`src/rtl/cpu_types_pkg.sv`:
```
// Shared pipeline control types: hazard FSM states and forwarding-select width helper.
package cpu_types_pkg;

    typedef enum logic [1:0] {
        RUN      = 2'd0,
        LU_STALL = 2'd1,
        MEM_WAIT = 2'd2
    } hz_state_t;

    // Select code 0 means regfile, k+1 means producer k.
    function automatic int fwdsel_w(input int nfwd);
        return $clog2(nfwd + 1);
    endfunction

    localparam int FWDSEL_W = fwdsel_w(2);

endpackage

```
`src/rtl/fwd_select.sv`:
```
// Priority encoder choosing the youngest producer whose destination matches one EX operand.
module fwd_select #(
    parameter int NREGW = 5,
    parameter int NFWD  = 2,
    parameter int SELW  = 2
) (
    input  logic [NREGW-1:0]            src,
    input  logic [NFWD-1:0]             wen,
    input  logic [NFWD-1:0][NREGW-1:0]  wsel,
    output logic [SELW-1:0]             sel
);

    // Scan oldest to youngest so the lowest matching index is the one left standing.
    always_comb begin
        sel = '0;
        for (int j = NFWD - 1; j >= 0; j--) begin
            if (wen[j] && (wsel[j] != '0) && (wsel[j] == src)) begin
                sel = SELW'(j + 1);
            end
        end
    end

endmodule

```
`src/rtl/hazard_ctrl_unit.sv`:
```
// Pipeline hazard controller: operand forwarding, load-use/dmem-wait/branch stall engine
// and a saturating stall-cycle counter.
module hazard_ctrl_unit
    import cpu_types_pkg::*;
#(
    parameter int NREGW      = 5,
    parameter int NFWD       = 2,
    parameter int NOPS       = 2,
    parameter int LU_BUBBLES = 1,
    parameter int CNTW       = 16
) (
    input  logic                                CLK,
    input  logic                                nRST,
    input  logic [NOPS-1:0][NREGW-1:0]          ex_src,
    input  logic [NOPS-1:0][NREGW-1:0]          id_src,
    input  logic [NOPS-1:0]                     id_use,
    input  logic [NFWD-1:0]                     fwd_wen,
    input  logic [NFWD-1:0][NREGW-1:0]          fwd_wsel,
    input  logic                                ex_memread,
    input  logic [NREGW-1:0]                    ex_wsel,
    input  logic                                mem_req,
    input  logic                                dhit,
    input  logic                                branch_taken,
    input  logic                                cnt_clr,
    output logic [NOPS-1:0][fwdsel_w(NFWD)-1:0] fwd_sel,
    output logic                                freeze,
    output logic                                stall_if_id,
    output logic                                bubble_ex,
    output logic                                flush_if_id,
    output logic [CNTW-1:0]                     stall_cycles
);

    localparam int SELW = fwdsel_w(NFWD);

    hz_state_t             st, st_n, mode;
    logic [1:0]            bc, bc_n;
    logic                  lu, mw;
    logic                  freeze_c, stall_c, bubble_c, flush_c;
    logic [NOPS-1:0][SELW-1:0] sel_raw;

    for (genvar k = 0; k < NOPS; k++) begin : g_fwd
        fwd_select #(
            .NREGW (NREGW),
            .NFWD  (NFWD),
            .SELW  (SELW)
        ) u_fwd (
            .src  (ex_src[k]),
            .wen  (fwd_wen),
            .wsel (fwd_wsel),
            .sel  (sel_raw[k])
        );
    end

    always_comb begin
        lu = 1'b0;
        for (int k = 0; k < NOPS; k++) begin
            if (id_use[k] && (id_src[k] == ex_wsel)) lu = 1'b1;
        end
        lu = lu && ex_memread && (ex_wsel != '0);
    end

    assign mw = mem_req && !dhit;

    // On dmem release the cycle behaves like the state being returned to.
    always_comb begin
        mode = st;
        if (st == MEM_WAIT && !mw) mode = (bc != 2'd0) ? LU_STALL : RUN;
    end

    always_ff @(posedge CLK or negedge nRST) begin
        if (!nRST) begin
            st <= RUN;
            bc <= 2'd0;
        end else begin
            st <= st_n;
            bc <= bc_n;
        end
    end

    always_comb begin
        st_n = st;
        bc_n = bc;
        case (mode)
            RUN: begin
                st_n = RUN;
                if (mw) begin
                    st_n = MEM_WAIT;
                end else if (!branch_taken && lu && (LU_BUBBLES > 1)) begin
                    st_n = LU_STALL;
                    bc_n = 2'(LU_BUBBLES - 1);
                end
            end
            LU_STALL: begin
                st_n = LU_STALL;
                if (mw) begin
                    st_n = MEM_WAIT;
                end else if (bc <= 2'd1) begin
                    st_n = RUN;
                    bc_n = 2'd0;
                end else begin
                    bc_n = bc - 2'd1;
                end
            end
            MEM_WAIT: st_n = MEM_WAIT;
            default: begin
                st_n = RUN;
                bc_n = 2'd0;
            end
        endcase
    end

    always_comb begin
        freeze_c = 1'b0;
        stall_c  = 1'b0;
        bubble_c = 1'b0;
        flush_c  = 1'b0;
        case (mode)
            RUN: begin
                if (mw) begin
                    freeze_c = 1'b1;
                end else if (branch_taken) begin
                    flush_c  = 1'b1;
                    bubble_c = 1'b1;
                end else if (lu) begin
                    stall_c  = 1'b1;
                    bubble_c = 1'b1;
                end
            end
            LU_STALL: begin
                if (mw) begin
                    freeze_c = 1'b1;
                end else begin
                    stall_c  = 1'b1;
                    bubble_c = 1'b1;
                end
            end
            MEM_WAIT: freeze_c = 1'b1;
            default: ;
        endcase
    end

    assign fwd_sel     = nRST ? sel_raw : '0;
    assign freeze      = nRST && freeze_c;
    assign stall_if_id = nRST && stall_c;
    assign bubble_ex   = nRST && bubble_c;
    assign flush_if_id = nRST && flush_c;

    always_ff @(posedge CLK or negedge nRST) begin
        if (!nRST) begin
            stall_cycles <= '0;
        end else if (cnt_clr) begin
            stall_cycles <= '0;
        end else if ((freeze || stall_if_id) && (stall_cycles != '1)) begin
            stall_cycles <= stall_cycles + CNTW'(1);
        end
    end

endmodule

```
`config.mk`:
```
export PLATFORM = sky130hd
export DESIGN_NAME = hazard_ctrl_unit
export DESIGN_NICKNAME = d
export VERILOG_FILES = /design/src/rtl/cpu_types_pkg.sv /design/src/rtl/fwd_select.sv /design/src/rtl/hazard_ctrl_unit.sv
export SDC_FILE = /design/constraint.sdc
export NUM_CORES = 1
export LEC_CHECK = 0
export CAP_MARGIN = 20
export CORE_ASPECT_RATIO = 2
export CORE_UTILIZATION = 46
export DETAILED_ROUTE_END_ITERATION = 10
export GPL_TIMING_DRIVEN = 0
export PLACE_DENSITY = 0.85
export SYNTH_ARGS = -nofsm -noshare
export SYNTH_HDL_FRONTEND = slang
export SYNTH_SLANG_ARGS = --single-unit
```
`constraint.sdc`:
```
create_clock -name CLK -period 3.66 [get_ports CLK]
set_clock_uncertainty 0.15 [all_clocks]
set_input_delay 0.366 -clock CLK [delete_from_list [all_inputs] [get_ports CLK]]
set_output_delay 0.366 -clock CLK [all_outputs]
set_load 0.02 [all_outputs]
```
==> key figures <==
Run status
  – Outcome: completed

STA
  – Final number of max-transition violations: 0
  – Final hold violations: 0
  – Fin Setup TNS: 0 ns
  – Peak Freq: 284 MHz
  – Final period utilization: 96.4%
  – Shortest period the worst path allows: 3.53 ns
  – RSZ-0062 raised after global routing: false
  – Headroom to the max-slew limit: 58.1%
  – Actual slew at the worst max-slew pin: 0.626 ns
  – Setup Viol. Count Final: 0

Global routing
  – GRT Residual Overflow: 0
  – Global-route wire length before repair: 7.20 mm
  – Vias in the first global route: 1748
  – GRT Util Overall: 24.5%
  – Pin count of the biggest net entering global routing: 19
  – Number of antenna violations at the first check in global routing: 0

Yosys
  – Sequential share of the synthesized area: 29.9%
  – Async SR Flop Fraction: 100%
  – Cell area after technology mapping: 0.00167 mm2
  – Most common cell in the synthesized netlist: dfrtp_1
  – Cell accounting for the most synthesized area: dfrtp_1
  – Leading register cell type out of synthesis: dfrtp_1
  – Area fraction of the dominant cell type after synthesis: 29.9%
  – Commonest cells in the synthesized netlist: 20 x dfrtp_1, 18 x xnor2_1, 16 x a21oi_1
  – Distinct cell type count of the synthesized netlist: 46
  – FF+latch count, synth: 20
  – Nets in the synthesized netlist: 237
  – Top area cells in the synthesized netlist: dfrtp_1 30%, xnor2_1 9.4%, xor2_1 6.8%
  – Number of enable-type register cells in the synthesized netlist: 0
  – Cells after Synth: 190
  – Post-Synthesis Mean Instance Area: 8.80 um2
  – Yosys warns: 0

Layout
  – Area growth syn-to-layout: 50.8%
  – Share of layout cells above drive strength 1: 8.71%
  – Diode count: 0
  – NumNets Final: 312
  – Sequential cell area: 500 um2
  – Multi-input gate area in the final layout: 0.00111 mm2
  – Fill cell count: 272
  – Post-route cell area: 0.00252 mm2
  – Fin util: 73.8%

Floorplanning
  – Number of cell rows: 30
  – Area enclosed by the die boundary: 0.00390 mm2
  – Height of the die: 87.3 um
  – I/O pin cnt: 70
  – Die width: 44.6 um
  – Core footprint: 0.00342 mm2
  – Starting density of the core: 49.0%

Drt
  – Average detailed-routed wire length per instance: 14.4 um
  – Via count: 1752
  – TritonRoute pass-1 iters: 5
  – Post-detailed-route via-to-cell ratio: 5.62
  – Number of antenna-violating nets in the routed design: 0
  – Total Routed Length: 4.50 mm
  – Detailed Route Iter0 Violations: 32
  – Number of DRC violations after detailed routing: 0

Power and ir drop
  – Worst vdd rail ir drop: 0.192 mV
  – Overall Power: 0.000592 W
  – Power per cell area: 235 mW/mm2
  – Leakage: 0.906 nW

Placed design
  – Weighted congestion at the end of routability-driven global placement: 0.850
  – Number of port buffers: 69
  – Cell area reported after detailed placement: 0.00245 mm2
  – Detailed-placement wirelength estimate: 3.63 mm

Clocking
  – Total clock sinks: 20
  – TritonCTS buffer count: 3
  – Bufs on Longest Clock Path: 2
  – Post-CTS clock slew at the launch and capture registers of the worst setup and hold paths: 0.09 ns
  – Hold buffer count at cts: 0
  – PostCTS Resize Cnt: 0
  – H-tree depth: 1
  – Setup Fix Bufs, Post-CTS: 0
  – CTS tree: built
  – Clock latency reported for the late side of the worst-skew pair: 0.27 ns
  – Clock root cell: clkbuf_8

Critical path
  – Critical path required time: 3.14 ns
  – Category of the worst setup path capture point: output port
  – Critical path fanouts, max: 18
  – Path type of the worst setup path: input port to output port
  – Register-to-register setup slack: 1.38 ns
  – Crit path arrival time: 3.01 ns
  – Critical Path Source Type: input port

Worst hold path
  – Hold WC Path Type: input port to asynchronous set/reset pin

Job
  – Maximum Capacitance Violations: 0
-- per-layer routing --
layer	GRT usage [%]	vias up	wire length [um]
li1	-	850	-
met1	23.7	831	1590
met2	47.3	62	2640
met3	2.49	9	159
met4	12.4	0	108
met5	0	-	0
-- kinds of logic (layout without fill, tap and decap cells) --
group / count (synthesis) / after routing / share of synthesized area [%]
simple gates: 82 / 82 / 29.3
xor+xnor: 31 / 31 / 16.2
flops: 20 / 20 / 29.9
mux: 4 / 4 / 3.37
compound gates: 40 / 40 / 16.3
fa+ha+maj: 2 / 2 / 1.35
buf+inv: 11 / 85 / 3.51
-- sequential cells by signal, indices dropped and copies added (netlist names) --
name and count:
st 2, stall_cycles 16, bc 2
-- path summary, 6_finish.rpt --
kind,endpoint,cells after the start,startpoint
worst max-delay path,fwd_sel[1],6,nRST
worst min-delay path,stall_cycles[8],1,nRST
worst max register to register,stall_cycles[11],7,stall_cycles[2]
worst min register to register,bc[0],2,bc[1]
max in group asynchronous,st[1],2,nRST
min in group CLK,bc[0],2,bc[1]
-- placed cells by master (no fill, tap or decap), types with 2 or more instances in the layout --
| cell | count |
|---|---|
| clkdlybuf4s50_1 | 69 |
| dfrtp_1 | 20 |
| xnor2_1 | 18 |
| a21oi_1 | 16 |
| xor2_1 | 13 |
| or4_1 | 12 |
| nand3_1 | 12 |
| nor2_1 | 10 |
| nand2_1 | 8 |
| o31ai_1 | 8 |
| and2_1 | 5 |
| nor2b_1 | 5 |
| nor4_1 | 4 |
| inv_1 | 4 |
| nand4_1 | 4 |
| o21ai_0 | 3 |
| o21ai_1 | 3 |
| nor3_1 | 3 |
| and3_1 | 3 |
| or2_1 | 3 |
| clkbuf_1 | 3 |
| mux2_4 | 3 |
| or3_1 | 3 |
| clkbuf_8 | 3 |
| buf_2 | 2 |
| o21a_1 | 2 |
| buf_6 | 2 |
-- layout make-up --
type | instances | area share [%]
well taps | 48 | 2.38
flip-flops and latches | 20 | 19.8
clock inverters | 1 | 1.19
multi-input cells | 159 | 44.1
repair buffers | 70 | 28.5
inverters | 4 | 0.595
clock buffers | 3 | 1.64
plain buffers | 7 | 1.74
-- power by group --
| part | switching [W] | total, W | internal, W |
|---|---|---|---|
| combinational | 0.0000599 | 0.000142 | 0.0000822 |
| clock | 0.0000796 | 0.000226 | 0.000146 |
| sequential | 0.00000219 | 0.000224 | 0.000222 |
-- critical path: stages --
cell and delay (ns):
clkdlybuf4s50_1 0.87, buf_16 0.23, o211ai_1 0.12, or4_1 0.56, nor4_1 0.20, clkdlybuf4s50_1 0.65
-- metrics by stage --
stage	instances	worst slack [ns]	hold slack, ns
2_1_floorplan	190	1.26	-0.0796
3_3_place_gp	307	-0.287	0.368
3_5_place_dp	308	0.144	0.378
4_1_cts	312	0.139	0.333
5_1_grt	312	0.0264	0.356
6_report	312	0.133	0.326
Note: power is estimated with default switching activity, not from simulation.
